**src/rtl/multicycle_ctrl_fsm_pkg.sv**
```systemverilog
// multicycle_ctrl_fsm_pkg
//   Shared definitions for the TSC multicycle controller: FSM state codes,
//   ALU B-operand select codes, the opcode/func values the controller decodes
//   and instruction-class predicates.
//   TSC opcode map: BNE 0, BEQ 1, BGZ 2, BLZ 3, ADI 4, ORI 5, LHI 6, LWD 7,
//   SWD 8, JMP 9, JAL 10, R-type 15 (func: ALU 0-7, JPR 25, JRL 26, WWD 28, HLT 29).
package multicycle_ctrl_fsm_pkg;

  typedef enum logic [3:0] {
    S_IF   = 4'd0,
    S_ID   = 4'd1,
    S_EX1  = 4'd2,
    S_EX2  = 4'd3,
    S_EX3  = 4'd4,
    S_MEM  = 4'd5,
    S_WB   = 4'd6,
    S_PCU  = 4'd7,
    S_HALT = 4'd8,
    S_ERR  = 4'd9
  } state_e;

  localparam logic [1:0] SRC_B_B   = 2'd0;
  localparam logic [1:0] SRC_B_ONE = 2'd1;
  localparam logic [1:0] SRC_B_IMM = 2'd2;

  localparam logic [3:0] OP_BLZ = 4'd3;
  localparam logic [3:0] OP_ADI = 4'd4;
  localparam logic [3:0] OP_LWD = 4'd7;
  localparam logic [3:0] OP_SWD = 4'd8;
  localparam logic [3:0] OP_JMP = 4'd9;
  localparam logic [3:0] OP_JAL = 4'd10;
  localparam logic [3:0] OP_ALU = 4'd15;

  localparam logic [5:0] FN_JPR = 6'd25;
  localparam logic [5:0] FN_JRL = 6'd26;
  localparam logic [5:0] FN_WWD = 6'd28;
  localparam logic [5:0] FN_HLT = 6'd29;

  // BNE..BLZ occupy opcodes 0..3
  function automatic logic is_branch(input logic [3:0] op);
    return op <= OP_BLZ;
  endfunction

  function automatic logic is_jump(input logic [3:0] op, input logic [5:0] fn);
    return (op == OP_JMP) || (op == OP_JAL) ||
           ((op == OP_ALU) && ((fn == FN_JPR) || (fn == FN_JRL)));
  endfunction

  function automatic logic is_load_store(input logic [3:0] op);
    return (op == OP_LWD) || (op == OP_SWD);
  endfunction

endpackage

```
**src/rtl/mcc_wait_timer.sv**
```systemverilog
// mcc_wait_timer
//   Counts consecutive not-ready memory cycles and flags the timeout limit.
//   Ports: clk, reset_n (async low), clr (state entry), inc (stall cycle),
//          hit (count has reached MEM_TIMEOUT; never set when MEM_TIMEOUT==0).
//   TMO_W must satisfy 2**TMO_W > MEM_TIMEOUT.
module mcc_wait_timer #(
  parameter int TMO_W       = 4,
  parameter int MEM_TIMEOUT = 15
) (
  input  logic clk,
  input  logic reset_n,
  input  logic clr,
  input  logic inc,
  output logic hit
);

  logic [TMO_W-1:0] wait_cnt;

  always_ff @(posedge clk or negedge reset_n) begin
    if (!reset_n)  wait_cnt <= '0;
    else if (clr)  wait_cnt <= '0;
    else if (inc)  wait_cnt <= wait_cnt + TMO_W'(1);
  end

  // hit only marks the limit cycle; the FSM decides whether mem_ready rescues it
  assign hit = (MEM_TIMEOUT != 0) && (wait_cnt == TMO_W'(MEM_TIMEOUT));

endmodule

```
**src/rtl/multicycle_ctrl_fsm.sv**
```systemverilog
// multicycle_ctrl_fsm
//   Multicycle control unit for the 16-bit TSC core. Sequences IF/ID/EX1-3/
//   MEM/WB/PCU with a mem_ready handshake, a wait timeout into a sticky ERR
//   state, a sticky HALT state and a retired-instruction counter.
//   Inputs : clk, reset_n (async low), opcode, func_code, bcond, mem_ready
//   Outputs: memory request (mem_read/mem_write/i_or_d), datapath latch enables,
//            ALU operand selects, register-file write controls, pc_write /
//            pc_mux_sel, wwd strobe, halted/mem_err status, num_inst, state.
//   Optional: define MCC_PERF_CNT_EN to add stall_cnt[31:0] (saturating count
//   of IF/MEM cycles with mem_ready low).
module multicycle_ctrl_fsm
  import multicycle_ctrl_fsm_pkg::*;
#(
  parameter int INST_CNT_W  = 16,
  parameter int MEM_TIMEOUT = 15,
  parameter int TMO_W       = 4
) (
  input  logic                  clk,
  input  logic                  reset_n,
  input  logic [3:0]            opcode,
  input  logic [5:0]            func_code,
  input  logic                  bcond,
  input  logic                  mem_ready,
  output logic                  mem_read,
  output logic                  mem_write,
  output logic                  i_or_d,
  output logic                  ir_write,
  output logic                  a_b_write_en,
  output logic                  bcond_write_en,
  output logic                  aluout_write_en,
  output logic                  next_pc_write_en,
  output logic                  alu_src_a,
  output logic [1:0]            alu_src_b,
  output logic                  alu_pc_inc,
  output logic                  reg_write,
  output logic                  mem_to_reg,
  output logic                  wb_sel,
  output logic                  pc_write,
  output logic                  pc_mux_sel,
  output logic                  wwd,
  output logic                  halted,
  output logic                  mem_err,
`ifdef MCC_PERF_CNT_EN
  output logic [31:0]           stall_cnt,
`endif
  output logic [INST_CNT_W-1:0] num_inst,
  output logic [3:0]            state
);

  state_e cur, nxt;
  logic   stalled, tmo_hit;
  logic   op_alu, is_ld, is_st, is_wwd, is_hlt, is_link, to_pcu;

  assign op_alu  = (opcode == OP_ALU);
  assign is_ld   = (opcode == OP_LWD);
  assign is_st   = (opcode == OP_SWD);
  assign is_wwd  = op_alu && (func_code == FN_WWD);
  assign is_hlt  = op_alu && (func_code == FN_HLT);
  assign is_link = (opcode == OP_JAL) || (op_alu && (func_code == FN_JRL));
  // instructions with no register write-back skip WB after EX3
  assign to_pcu  = is_branch(opcode) || (opcode == OP_JMP) || is_wwd ||
                   (op_alu && (func_code == FN_JPR));

  assign stalled = ((cur == S_IF) || (cur == S_MEM)) && !mem_ready;

  // every state change clears the wait count, so IF/MEM always start at zero
  mcc_wait_timer #(.TMO_W(TMO_W), .MEM_TIMEOUT(MEM_TIMEOUT)) u_wait (
    .clk     (clk),
    .reset_n (reset_n),
    .clr     (nxt != cur),
    .inc     (stalled),
    .hit     (tmo_hit)
  );

  always_ff @(posedge clk or negedge reset_n) begin
    if (!reset_n) begin
      cur      <= S_IF;
      num_inst <= '0;
    end else begin
      cur <= nxt;
      if (cur == S_PCU) num_inst <= num_inst + INST_CNT_W'(1);
    end
  end

  always_comb begin
    nxt              = cur;
    mem_read         = 1'b0;
    mem_write        = 1'b0;
    i_or_d           = 1'b0;
    ir_write         = 1'b0;
    a_b_write_en     = 1'b0;
    bcond_write_en   = 1'b0;
    aluout_write_en  = 1'b0;
    next_pc_write_en = 1'b0;
    alu_src_a        = 1'b0;
    alu_src_b        = SRC_B_B;
    alu_pc_inc       = 1'b0;
    reg_write        = 1'b0;
    mem_to_reg       = 1'b0;
    wb_sel           = 1'b0;
    pc_write         = 1'b0;
    wwd              = 1'b0;
    // strobes are forced quiet while reset is held so nothing leaks mid-abort
    if (reset_n) begin
      case (cur)
        S_IF: begin
          mem_read = 1'b1;
          if (mem_ready) begin
            ir_write = 1'b1;
            nxt      = S_ID;
          end else if (tmo_hit) begin
            nxt = S_ERR;
          end
        end
        S_ID: begin
          a_b_write_en = 1'b1;
          nxt          = S_EX1;
        end
        S_EX1: begin
          alu_src_a      = 1'b1;
          alu_src_b      = SRC_B_B;
          bcond_write_en = 1'b1;
          wwd            = is_wwd;
          nxt            = is_hlt ? S_HALT : S_EX2;
        end
        S_EX2: begin
          aluout_write_en = 1'b1;
          alu_src_a       = op_alu || ((opcode >= OP_ADI) && (opcode <= OP_SWD));
          alu_src_b       = op_alu ? SRC_B_B : SRC_B_IMM;
          nxt             = S_EX3;
        end
        S_EX3: begin
          next_pc_write_en = 1'b1;
          alu_src_a        = 1'b0;
          alu_src_b        = SRC_B_ONE;
          alu_pc_inc       = !is_jump(opcode, func_code);
          if (to_pcu)                     nxt = S_PCU;
          else if (is_load_store(opcode)) nxt = S_MEM;
          else                            nxt = S_WB;
        end
        S_MEM: begin
          i_or_d    = 1'b1;
          mem_read  = is_ld;
          mem_write = is_st;
          if (mem_ready)    nxt = is_ld ? S_WB : S_PCU;
          else if (tmo_hit) nxt = S_ERR;
        end
        S_WB: begin
          reg_write  = 1'b1;
          mem_to_reg = is_ld;
          wb_sel     = is_link;
          nxt        = S_PCU;
        end
        S_PCU: begin
          pc_write = 1'b1;
          nxt      = S_IF;
        end
        S_HALT, S_ERR: nxt = cur;
        default:       nxt = S_IF;
      endcase
    end
  end

  always_comb begin
    if (is_branch(opcode))             pc_mux_sel = bcond;
    else if (is_jump(opcode, func_code)) pc_mux_sel = 1'b1;
    else                               pc_mux_sel = 1'b0;
  end

  assign halted  = (cur == S_HALT);
  assign mem_err = (cur == S_ERR);
  assign state   = cur;

`ifdef MCC_PERF_CNT_EN
  always_ff @(posedge clk or negedge reset_n) begin
    if (!reset_n)                         stall_cnt <= '0;
    else if (stalled && (stall_cnt != '1)) stall_cnt <= stall_cnt + 32'd1;
  end
`endif

endmodule

```
**config.mk**
```make
export PLATFORM = sky130hd
export DESIGN_NAME = multicycle_ctrl_fsm
export DESIGN_NICKNAME = d
export VERILOG_FILES = /design/src/rtl/multicycle_ctrl_fsm_pkg.sv /design/src/rtl/mcc_wait_timer.sv /design/src/rtl/multicycle_ctrl_fsm.sv
export SDC_FILE = /design/constraint.sdc
export NUM_CORES = 1
export LEC_CHECK = 0
export BUFFER_PORTS_ARGS = -buffer_cell sky130_fd_sc_hd__buf_2
export CAP_MARGIN = 15
export CORE_MARGIN = 8
export CORE_UTILIZATION = 46
export CTS_CLUSTER_DIAMETER = 40
export DETAILED_ROUTE_END_ITERATION = 8
export PLACE_DENSITY_LB_ADDON = 0.12
export SLEW_MARGIN = 20
export SYNTH_ARGS = -nofsm -noshare
export SYNTH_HDL_FRONTEND = slang
export SYNTH_SLANG_ARGS = --single-unit
```
**constraint.sdc**
```tcl
create_clock -name clk -period 1.9 [get_ports clk]
set_input_delay 0.19 -clock clk [delete_from_list [all_inputs] [get_ports clk]]
set_output_delay 0.19 -clock clk [all_outputs]
set_load 0.01 [all_outputs]
```
# Word-level counts from Yosys, hierarchy flattened
# Cells that the tools add are included.
[totals] ff_bits=24 out_inout_bits=40 elab_cells=97 in_bits=14
[classes] mux=47 addsub=2 n_reduce_logical=22 order_cmp=3 eq_ne=20
[op_table] operator="$mux W1" n=32
[op_table] operator="$pmux W4 S8" n=1
[op_table] operator="$eq A4 B4 Y1 const B" n=7
[op_table] operator="$mux W4" n=7
[op_table] operator="$eq A6 B5 Y1 const B" n=4
[op_table] operator="$eq A4 B3 Y1 const B" n=5
[op_table] operator="$add A16 B1 Y16 const B" n=1
[op_table] operator="$logic_or A1 B1 Y1" n=10
[op_table] operator="$eq A4 B2 Y1 const B" n=2
[op_table] operator="$mux W2" n=4
[op_table] operator="$logic_and A1 B1 Y1" n=7
[op_table] operator="$add A4 B1 Y4 const B" n=1
[op_table] operator="$eq A4 B1 Y1 const B" n=1
[op_table] operator="$ge A4 B3 Y1 const B" n=1
[op_table] operator="$le A4 B2 Y1 const B" n=1
[op_table] operator="$le A4 B4 Y1 const B" n=1
[op_table] operator="$logic_not A4 Y1" n=1
[op_table] operator="$ne A4 B4 Y1" n=1
[op_table] operator="$pmux W1 S2" n=2
[op_table] operator="$pmux W2 S2" n=1
[op_table] operator="$logic_not A1 Y1" n=2
[op_table] operator="$reduce_bool A2 Y1" n=1
[op_table] operator="$reduce_or A2 Y1" n=1

# Logic depth before layout (Yosys ltp)
[logic_depth] word_depth=9 mapped_depth=7 depth_no_buf=6

# Hierarchy
# A second synthesis with hierarchy kept.
[unflattened] hier_cells=186 hier_area_um2=1597.8
[by_module_without_submodules] mod="multicycle_ctrl_fsm" seq_area_each_um2=500.5 area_each_um2=1398.8 cells_each=169 instances=1
[by_module_without_submodules] mod="mcc_wait_timer" seq_area_each_um2=100.1 area_each_um2=198.9 cells_each=17 instances=1

# Worst setup path before layout
# OpenSTA, ideal clock, no wires.
[synth_path] path_kind="reg2reg" from="register cur[2], in the netlist state[2]" to="register u_wait.wait_cnt[0]" path_buffers=1 slack_ns=0.035 required_ns=1.765 path_stages_with_launch=7 setup_ns=0.135 synth_period_minus_slack_ns=1.865 arrival_time_ns=1.730 cell_sequence="dfrtp_1 > or4_1 > clkbuf_1 > a22oi_1 > a22oi_2 > o311ai_2 > nor3_1"
[synth_via] elab_chain_cells=6 elab_cells_between_ends=20 classes_between="eq/ne (9); mux (6); reduce/logical (5)"
[synth_rtl] element="start: declaration" line="multicycle_ctrl_fsm.sv:50" rtl="state_e cur, nxt;"
[synth_rtl] element="start signal: assignment" line="multicycle_ctrl_fsm.sv:80" rtl="cur <= nxt;"
[synth_rtl] element="$eq A4 B4 Y1 or $mux W4 (tied branches)" line="multicycle_ctrl_fsm.sv:105, multicycle_ctrl_fsm.sv:111, multicycle_ctrl_fsm.sv:146"
[synth_rtl] element="$reduce_or A2 Y1 (tied with other cells)" line="multicycle_ctrl_fsm.sv:105" rtl="case (cur)"
[synth_rtl] element="$pmux W4 S8" line="multicycle_ctrl_fsm.sv:105"
[synth_rtl] element="$mux W4" line="multicycle_ctrl_fsm.sv:104" rtl="if (reset_n) begin"
[synth_rtl] element="$ne A4 B4 Y1" line="multicycle_ctrl_fsm.sv:70" rtl=".clr (nxt != cur),"
[synth_rtl] element="$mux W4 or $reduce_bool A2 Y1 (tied branches)"
[synth_rtl] element="end signal: assignment" line="mcc_wait_timer.sv:22" rtl="else if (inc) wait_cnt <= wait_cnt + TMO_W'(1);"
[synth_rtl] element="end: declaration" line="mcc_wait_timer.sv:17" rtl="logic [TMO_W-1:0] wait_cnt;"
# Parallel ways exist; a longest one is shown, timed or not.
# A chain may end at the register's enable or synchronous reset.

# Worst setup path after layout
[layout_path] from="register cur[0], in the netlist state[0]" to="register u_wait.wait_cnt[0]"
# Same word-level chain as after synthesis.

==> results by group <==
Status
  – Status: finished with violations
  – Failing checks: setup timing

Drt
  – Remaining DRCs: 0
  – DR vias: 1,736
  – Vias per cell: 5.564
  – Post-DRT Antenna Nets: 0
  – DR iter-0 viols: 85
  – Wirelength, routed: 4868 um
  – First-pass DRT Iterations: 4
  – WL/cell: 15.60 um

GRT
  – First-pass GRT wire length: 7824 um
  – Initial antenna violation count: 0
  – Global Route Usage Sum: 15.49%
  – Vias in the first global route: 1,669
  – Largest net degree at the start of global routing: 33
  – GR Overflow Total: 0

Floorplanning
  – Starting density of the core: 46.50%
  – # IOs: 54
  – Die span in x: 76.15 um
  – Die Ht: 76.15 um
  – Rows: 22
  – Total die area: 5798 um2
  – Core Region: 3578 um2

Critical path
  – Crit Path Category: flop to flop
  – Crit. End Element: flop
  – Critical-path cell list: buf_4 -> or4_4 -> buf_4 -> nand3_1 -> a22oi_2 -> o311ai_4 -> nor3_1
  – Worst path max stage delay: 0.46 ns
  – Crit path max fanout: 5
  – Family with the most delay on the worst path: simple AND/OR/NAND/NOR gates
  – CP Launch Type: flop
  – Most frequent CP cell: buf_4
  – Worst Path Buf+Inv: 2
  – Crit path max-delay cell type: dfrtp_2
  – Crit path DAT: 2.15 ns
  – Worst EP required: 2.10 ns

Clock tree
  – Clk_lat worst skew: 0.31 ns
  – H-tree Lvls: 1
  – Clk root buf: clkbuf_4
  – TritonCTS clock tree: done
  – Num Clock Sinks: 24
  – CTS clk-pin slew, worst paths: 0.13 ns
  – Cts bufs inserted: 3
  – Clock buffer depth: 2

Power
  – Cell internal pwr: 1.480 mW
  – Combinational fraction of design power: 57.0%
  – Seq pwr share: 28.0%
  – Cell Pwr Density: 1088 nW/um2
  – Clk pwr share: 15.0%
  – Sw Share: 39.95%
  – Sw power: 0.9845 mW
  – Pleak: 1.110 nW
  – Tot Pwr: 2.464 mW
  – Maximum vdd drop: 0.6287 mV

Worst hold path
  – Worst Hold Class: primary input to async pin

Logic synthesis
  – Register area share after synthesis: 36.09%
  – EDFF count, synth: 0
  – Mean Syn Cell Area: 8.534 um2
  – Unique cell type count in the Yosys netlist: 52
  – Primary FF master, synth: dfrtp_1
  – Leading area contributor after synthesis: dfrtp_1
  – Syn. warnings: 0
  – Mapped Area: 1664 um2
  – Most frequent cells after synthesis: dfrtp_1, nor2_1, nand2_1
  – #FFs+latches synth: 24
  – Top cells by area, synth: dfrtp_1, xnor2_1, xor2_1, nor2_1, nand2_1
  – Top-count cell post-synth: dfrtp_1
  – Cells after synthesis: 195
  – Synth top area share: 36.09%
  – Synth Net Count: 211
  – Async set-or-reset flop fraction in the synthesized netlist: 100.0%

Timing
  – Fmax achieved: 511.1 MHz
  – Slew Limit Fails: 0
  – Period utilization: 103.0%
  – Clk_skew: 0.0008596 ns
  – Final setup fails: 5
  – RSZ-0062 raised after global routing: true
  – Final min period: 1.957 ns
  – Final hold violation count: 0
  – Slew margin rel.: 63.63%
  – Slew @ Worst Pin: 0.5379 ns
  – PnR worst setup slack: -0.05664 ns

Final layout
  – Core Util, Final: 63.32%
  – Final nets: 281
  – P&R area growth vs syn: 36.17%
  – ANT cells: 0
  – Fraction of layout cells with a size suffix above 1: 37.12%
  – Post-Layout Cell Count: 312

Place
  – Detailed Place HPWL: 3469 um
  – DP Cell Count: 297
  – Port bufs: 53
  – Routability congestion estimate: 0.8302

Job
  – Max Cap Viol: 0
-- sequential cells by signal (all words and copies together) (netlist names) --
register         count
num_inst            16
u_wait.wait_cnt      4
state                4
-- cell usage in the layout (no fill, tap or decap), types with 2 or more instances in the layout --
cell type	Yosys	routed
nand2b_1	4	4
buf_4	1	19
nand3b_1	3	3
ha_1	2	2
o211ai_1	2	2
o21ai_1	4	5
inv_1	7	7
xor2_1	10	10
or4_4	1	2
nor2_1	20	19
a21oi_1	5	5
buf_6	0	3
clkbuf_4	0	3
nor2b_1	4	4
nand3_1	7	7
a32oi_1	2	2
nand4_1	7	7
nand4bb_1	2	2
a22oi_2	1	2
and2_1	4	4
xnor2_1	11	11
and4b_1	2	2
dfrtp_1	24	23
o32ai_1	2	2
nand2_1	19	18
buf_2	3	53
nor3_1	11	10
-- power by group through the flow --
| stage | combinational (mW) | sequential, mW | clock [mW] |
|---|---|---|---|
| after floorplan | 0.614 | 0.717 | 0 |
| after global placement | 1.01 | 0.685 | 0 |
| after detailed placement | 1.03 | 0.687 | 0 |
| after CTS | 1.07 | 0.680 | 0.375 |
| after global routing | 1.51 | 0.703 | 0.400 |
| final | 1.41 | 0.690 | 0.368 |
-- final cells by class --
class	count	area, um2
clock buffers	3	22.52
clock inverters	1	30.03
fillers	344	1313
inverters	8	30.03
multi-input cells	151	1035
flip-flops and latches	24	601.8
well taps	48	60.06
repair buffers	77	486.7
-- worst paths after layout --
| path | endpoint | slack [ns] | start | cells after the start |
|---|---|---|---|---|
| setup / recovery | u_wait.wait_cnt[0] | -0.06 | state[0] | 7 |
| hold / removal | num_inst[1] | 0.07 | reset_n | 2 |
| setup reg to reg | u_wait.wait_cnt[0] | -0.06 | state[0] | 7 |
| hold reg to reg | num_inst[15] | 0.48 | num_inst[15] | 1 |
| max in group asynchronous | state[0] | 1.55 | reset_n | 2 |
| min in group clk | state[0] | 0.34 | reset_n | 3 |
-- stage by stage --
step           worst slack, ns  hold slack (ns)  TNS, ns  area [um2]
5_1_grt                -0.1315          0.07331   -1.023        2266
3_5_place_dp          -0.03013           0.4099  -0.1013        2034
4_1_cts               0.008176          0.05380        0        2107
2_1_floorplan          0.03471          -0.1056        0        1664
3_3_place_gp           0.03712           0.3997        0        2034
6_report              -0.05664          0.06849  -0.2243        2266
-- what timing repair did --
| action | CTS | global route |
|---|---|---|
| pin swaps | 1 | 9 |
| gates cloned | 0 | 1 |
| gates resized for setup | 3 | 17 |
| setup endpoints to repair | 8 | 18 |
| hold buffers | 0 | 0 |
| buffers inserted | 2 | 9 |
-- worst register-to-register path, cell delays in order, from the launching register on --
cell	delay, ns
dfrtp_2	0.46
buf_4	0.15
or4_4	0.46
buf_4	0.17
nand3_1	0.11
a22oi_2	0.11
o311ai_4	0.30
nor3_1	0.09
-- routing by layer --
| metal | routed length, um | global-route usage (%) | part of all wire (%) |
|---|---|---|---|
| met4 | 42 | 3.462 | 0.86 |
| met5 | 0 | 0 | 0 |
| met2 | 2498 | 26.65 | 51 |
| met3 | 280 | 3.892 | 5.8 |
| met1 | 2046 | 18.82 | 42 |
-- kinds of logic after synthesis --
kind of cell	after synthesis	share of synthesized area, %
adder cells (fa/ha/maj)	2	1.504
AND/OR/NAND/NOR	95	31.43
flip-flops	24	36.09
AO/OA/AOI/OAI	31	13.69
buffers and inverters	20	4.962
XOR/XNOR	21	11.05
multiplexers	2	1.278
No activity file was read; power rests on OpenSTA's default activity.
